## src/rtl/beam_sum.sv

```systemverilog
// Delay-and-sum beam combiner: snapshots 16 delayed PCM channels on a strobe,
// accumulates them one per cycle, then scales, saturates and emits one sample.
module beam_sum #(
  parameter int IN_W  = 19,
  parameter int SHIFT = 4,
  parameter int OUT_W = 19
) (
  input  logic                    clk,
  input  logic                    rst,
  input  logic                    sample_valid,
  input  logic [15:0]             ch_mask,
  input  logic signed [IN_W-1:0]  delayed_pcm_data_0,
  input  logic signed [IN_W-1:0]  delayed_pcm_data_1,
  input  logic signed [IN_W-1:0]  delayed_pcm_data_2,
  input  logic signed [IN_W-1:0]  delayed_pcm_data_3,
  input  logic signed [IN_W-1:0]  delayed_pcm_data_4,
  input  logic signed [IN_W-1:0]  delayed_pcm_data_5,
  input  logic signed [IN_W-1:0]  delayed_pcm_data_6,
  input  logic signed [IN_W-1:0]  delayed_pcm_data_7,
  input  logic signed [IN_W-1:0]  delayed_pcm_data_8,
  input  logic signed [IN_W-1:0]  delayed_pcm_data_9,
  input  logic signed [IN_W-1:0]  delayed_pcm_data_10,
  input  logic signed [IN_W-1:0]  delayed_pcm_data_11,
  input  logic signed [IN_W-1:0]  delayed_pcm_data_12,
  input  logic signed [IN_W-1:0]  delayed_pcm_data_13,
  input  logic signed [IN_W-1:0]  delayed_pcm_data_14,
  input  logic signed [IN_W-1:0]  delayed_pcm_data_15,
  output logic signed [OUT_W-1:0] sum_out,
  output logic                    out_valid,
  output logic                    sat,
  output logic                    busy,
  output logic                    overrun,
  input  logic                    overrun_clr
);

  localparam int ACC_W = IN_W + 4;

  localparam logic signed [ACC_W-1:0] LIM_MAX = ACC_W'(2**(OUT_W-1) - 1);
  localparam logic signed [ACC_W-1:0] LIM_MIN = ACC_W'(-(2**(OUT_W-1)));
  localparam logic signed [OUT_W-1:0] SUM_MAX = {1'b0, {(OUT_W-1){1'b1}}};
  localparam logic signed [OUT_W-1:0] SUM_MIN = {1'b1, {(OUT_W-1){1'b0}}};

  typedef enum logic [1:0] {IDLE, ACCUM, DONE} state_t;

  state_t                  state;
  state_t                  state_nxt;
  logic signed [IN_W-1:0]  din  [16];
  logic signed [IN_W-1:0]  snap [16];
  logic signed [ACC_W-1:0] acc;
  logic signed [ACC_W-1:0] acc_add;
  logic [3:0]              idx;
  logic                    sat_r;

  function automatic logic signed [ACC_W-1:0] sext(input logic signed [IN_W-1:0] v);
    return {{(ACC_W-IN_W){v[IN_W-1]}}, v};
  endfunction

  // Returns {clamped, value}: clamp the scaled sum to the output range.
  function automatic logic [OUT_W:0] saturate(input logic signed [ACC_W-1:0] v);
    if (v > LIM_MAX)      return {1'b1, SUM_MAX};
    else if (v < LIM_MIN) return {1'b1, SUM_MIN};
    else                  return {1'b0, v[OUT_W-1:0]};
  endfunction

  assign din[0]  = delayed_pcm_data_0;
  assign din[1]  = delayed_pcm_data_1;
  assign din[2]  = delayed_pcm_data_2;
  assign din[3]  = delayed_pcm_data_3;
  assign din[4]  = delayed_pcm_data_4;
  assign din[5]  = delayed_pcm_data_5;
  assign din[6]  = delayed_pcm_data_6;
  assign din[7]  = delayed_pcm_data_7;
  assign din[8]  = delayed_pcm_data_8;
  assign din[9]  = delayed_pcm_data_9;
  assign din[10] = delayed_pcm_data_10;
  assign din[11] = delayed_pcm_data_11;
  assign din[12] = delayed_pcm_data_12;
  assign din[13] = delayed_pcm_data_13;
  assign din[14] = delayed_pcm_data_14;
  assign din[15] = delayed_pcm_data_15;

  assign acc_add = acc + sext(snap[idx]);

  always_ff @(posedge clk) begin
    if (rst) state <= IDLE;
    else     state <= state_nxt;
  end

  always_comb begin
    state_nxt = state;
    busy      = 1'b0;
    out_valid = 1'b0;
    case (state)
      IDLE: begin
        if (sample_valid) state_nxt = ACCUM;
      end
      ACCUM: begin
        busy = 1'b1;
        if (idx == 4'd15) state_nxt = DONE;
      end
      DONE: begin
        busy      = 1'b1;
        out_valid = 1'b1;
        state_nxt = IDLE;
      end
      default: state_nxt = IDLE;
    endcase
  end

  assign sat = sat_r & out_valid;

  // Snapshot stage, then one channel added per ACCUM cycle; the last add
  // feeds the scaler/saturator directly so the result is ready in DONE.
  always_ff @(posedge clk) begin
    if (rst) begin
      for (int i = 0; i < 16; i++) snap[i] <= '0;
      acc     <= '0;
      idx     <= '0;
      sum_out <= '0;
      sat_r   <= 1'b0;
    end else begin
      case (state)
        IDLE: begin
          if (sample_valid) begin
            for (int i = 0; i < 16; i++) snap[i] <= ch_mask[i] ? din[i] : '0;
            acc <= '0;
            idx <= '0;
          end
        end
        ACCUM: begin
          acc <= acc_add;
          idx <= idx + 4'd1;
          if (idx == 4'd15) {sat_r, sum_out} <= saturate(acc_add >>> SHIFT);
        end
        default: ;
      endcase
    end
  end

  // A strobe while busy is dropped but flagged; a same-cycle clear loses.
  always_ff @(posedge clk) begin
    if (rst)                              overrun <= 1'b0;
    else if (sample_valid && state != IDLE) overrun <= 1'b1;
    else if (overrun_clr)                 overrun <= 1'b0;
  end

endmodule

```

## config.mk

```make
export PLATFORM = sky130hd
export DESIGN_NAME = beam_sum
export DESIGN_NICKNAME = d
export VERILOG_FILES = /design/src/rtl/beam_sum.sv
export SDC_FILE = /design/constraint.sdc
export NUM_CORES = 1
export LEC_CHECK = 0
export ABC_CLOCK_PERIOD_IN_PS = 13700
export CAP_MARGIN = 0
export CORE_MARGIN = 2
export CORE_UTILIZATION = 40
export DETAILED_ROUTE_END_ITERATION = 8
export GPL_TIMING_DRIVEN = 0
export PLACE_DENSITY = 0.65
export SETUP_SLACK_MARGIN = 0.05
export SLEW_MARGIN = 20
export SYNTH_ARGS = -nofsm -noshare
export SYNTH_HDL_FRONTEND = slang
export SYNTH_SLANG_ARGS = --single-unit
export TNS_END_PERCENT = 5
```

## constraint.sdc

```tcl
create_clock -name clk -period 13.7 [get_ports clk]
set_input_delay 1.37 -clock clk [delete_from_list [all_inputs] [get_ports clk]]
set_output_delay 1.37 -clock clk [all_outputs]
set_load 0.005 [all_outputs]
```

==> impl_metrics.json <==
{
  "status": "finished clean",
  "ir_drop_mv": 0.0716,
  "relSlewSlack_pct": 30.3,
  "p_comb_share_pct": 12.5,
  "drv_cap": 0,
  "p_sw_share_pct": 23.6,
  "synth_cell_types": 58,
  "worst-path-max-fanout": 10,
  "dp_hpwl_mm": 40.5,
  "path_depth": 13,
  "finalCritPeriodShare_pct": 36.8,
  "cts_tree": "done",
  "initial_core_util_pct": 40.7,
  "wl_mm": 52.8,
  "die_w_microns": 208,
  "cts-resized-gates": 0,
  "netlist_instances": 1155,
  "grt_start_max_net_pins": 61,
  "hold_path_depth": 2,
  "drc": 0,
  "hold_end": "sum_out[4]$_SDFFE_PP0P_",
  "critPathRequiredTime_ns": 14.15,
  "clock_latency_ns": 0.57,
  "netlist_area_sq_um": 16600,
  "place_area_sq_um": 20900,
  "clk_path_buf_depth": 3,
  "place.gp.congestion": 0.859,
  "antenna_found_initial": 15,
  "worstRegToRegCells": 13,
  "cp_common_cell": "a21oi_1",
  "path_clk_slew_ns": 0.06,
  "grt_pass1_wl_mm": 76.3,
  "grtUsageTotal_pct": 24.2,
  "drive_gt1_share_pct": 11.7,
  "yosysSeqAreaShare_pct": 61.3,
  "cellPowerDensity_nw_per_um2": 122,
  "rows": 74,
  "grt_pass1_vias": 11900,
  "htree_levels": 2,
  "crit_slowest_cell": "clkbuf_1",
  "final_nets": 1899,
  "cts-root-buf": "clkbuf_16",
  "fin_crit_ns": 5.04,
  "dieArea_sq_um": 43300,
  "yosys_register_bits": 358,
  "worstHoldPathType": "reg2reg",
  "drv_slew": 0,
  "core_area_sq_um": 40900,
  "avgViaCountPerCell": 5.49,
  "max_freq_ghz": 0.198,
  "start_kind": "register",
  "finalSetupViolCount": 0,
  "mostFrequentLayoutCell": "clkdlybuf4s50_1",
  "total_power_w": 0.00271,
  "grt-ovfl-total": 0,
  "top_level_ports": 347,
  "dp.cells": 2038,
  "ctsHoldBuffers": 0,
  "syn_nets": 1506,
  "end_kind": "register",
  "leakagePower_nw": 8.78,
  "cp_top_family": "compound AO/OA/AOI/OAI gates",
  "async_flop_share_pct": 0,
  "cpPeakStageDelay_ns": 0.78,
  "n_fill_cell": 3481,
  "numClockSinks": 358,
  "synth_edf_count": 304,
  "path_class": "reg2reg",
  "timing.final.hold_violations": 0,
  "post-cts-setup-buffers": 0,
  "path_buf_inv": 2,
  "power_frac_seq_pct": 47.5,
  "wl_per_cell_microns": 24.9,
  "finClkSkew_ns": 0.0220,
  "clkPwrFrac_pct": 40.0,
  "stdcell_count": 2123,
  "drtIter0Drc": 1058,
  "fp.dieH_microns": 208,
  "yosysWarnings": 0,
  "io_buffer_count": 346,
  "cp_cell_sequence": "buf_2 -> clkbuf_1 -> mux4_2 -> mux4_2 -> ha_1 -> fa_1 -> a21oi_1 -> o21ai_0 -> a21oi_1 -> o21ai_0 -> a21oi_1 -> xnor2_1 -> a22o_1",
  "firstDrtPassIters": 5,
  "switchingPower_w": 0.000639,
  "syn_avg_cell_area_sq_um": 14.4,
  "numCtsBuffers": 40,
  "rsz0062_at_grt": "no",
  "min_from": "sum_out[4]$_SDFFE_PP0P_",
  "synthFlopType": "edfxtp_1",
  "power.internal_w": 0.00207,
  "arrival_ns": 5.49,
  "worstMarginPinSlew_ns": 1.04,
  "ant_nets": 0,
  "area_delta_synth_final_pct": 33.8,
  "stdcell_area_sq_um": 22300,
  "rrSetupSlack_ns": 8.66,
  "final_cell_mix": "346 x clkdlybuf4s50_1, 304 x edfxtp_1, 191 x and3_1",
  "via_count": 11700,
  "reg2reg_to": "acc[16]$_SDFFE_PP0P_"
}
metal layers:
layer	vias to the layer above	wire, microns	track usage [%]
met5	-	39	0
met4	6	1910	10.2
met3	101	4170	5.92
met2	519	26700	40.8
met1	5744	19900	29.7
li1	5280	-	-
state kept, by name, summed over array words and instances (netlist names), named ones only:
register,cells
acc,23
idx,4
overrun,1
sat_r,1
snap,304
state,2
sum_out,19
through the flow:
step                      util (%)  TNS [ns]  hold slack (ns)  setup WS (ns)
final                         54.4         0            0.454           8.66
after detailed placement      51.1         0            0.452           8.62
after floorplan                  -         0            0.448           3.79
after global routing          54.4         0            0.472           8.35
after CTS                     54.4         0            0.460           8.68
after global placement        50.8    -20.83            0.445        -0.0785
layout make-up:
type | instances | area [sq um] | area share, %
Sequential cell | 358 | 10200 | 45.8
Multi-Input combinational cell | 702 | 6060 | 27.2
Timing Repair Buffer | 351 | 3590 | 16.1
Clock buffer | 48 | 1060 | 4.76
Tap cell | 532 | 666 | 2.99
Buffer | 82 | 343 | 1.54
Clock inverter | 26 | 265 | 1.19
Inverter | 13 | 48.8 | 0.219
Antenna cell | 11 | 27.5 | 0.124
how the worst max path moves through the flow:
stage,end
6_report,acc[16]$_SDFFE_PP0P_
5_1_grt,sum_out[10]$_SDFFE_PP0P_
4_1_cts,acc[14]$_SDFFE_PP0P_
3_5_place_dp,snap[6][11]$_SDFFCE_PN0P_
3_3_place_gp,snap[14][13]$_SDFFCE_PP0P_
2_1_floorplan,snap[0][0]$_SDFFCE_PN0P_
tightest hold or removal path: stages, from the launching register on:
cell and delay [ns]:
dfxtp_1 0.30, nand2_1 0.05, a21oi_1 0.05
power groups by stage:
stage | Clock, W | Combinational (W) | Sequential (W)
final | 0.00108 | 0.000340 | 0.00129
after global routing | 0.00113 | 0.000362 | 0.00129
after global placement | 0 | 0.000329 | 0.00134
after CTS | 0.00110 | 0.000341 | 0.00129
after floorplan | 0 | 0.000158 | 0.00132
after detailed placement | 0 | 0.000340 | 0.00131
cells by family (layout without fill, tap and decap cells):
family / Yosys count / in the layout / share of synthesized area (%)
xor gates and xnor gates: 21 / 21 / 1.10
adders and majority gates: 27 / 27 / 2.07
other: 0 / 11 / 0
and+or+nand+nor: 437 / 437 / 15.3
muxes: 98 / 98 / 13.0
DFF: 358 / 358 / 61.3
buffers and inverters: 95 / 520 / 2.35
AOI/OAI and AO/OA: 119 / 119 / 4.78
cell usage after synthesis (all sizes together) (2+ instances only):
cell / n / area (sq um)
a22o: 9 / 78.8
and4: 2 / 17.5
a211oi: 4 / 30.0
nand4: 6 / 37.5
nor3: 9 / 45.0
inv: 13 / 48.8
a211o: 3 / 26.3
nand2b: 5 / 31.3
nand3: 10 / 50.1
xor2: 8 / 70.1
nor4: 2 / 12.5
o21ai: 15 / 75.1
ha: 26 / 325
mux4: 95 / 2140
buf: 19 / 105
a21oi: 49 / 260
xnor2: 13 / 114
o211ai: 2 / 15.0
dfxtp: 54 / 1080
nor3b: 6 / 45.0
clkbuf: 63 / 238
and2: 116 / 726
edfxtp: 304 / 9130
nand3b: 2 / 15.0
nand2: 42 / 158
a41oi: 2 / 17.5
a21o: 5 / 37.5
and3: 191 / 1190
a32o: 2 / 20.0
a22oi: 15 / 113
or4: 2 / 15.0
nor2b: 9 / 56.3
mux2i: 3 / 30.0
nor2: 31 / 116
nor4b: 2 / 17.5
No activity file was read; power rests on OpenSTA's default activity.
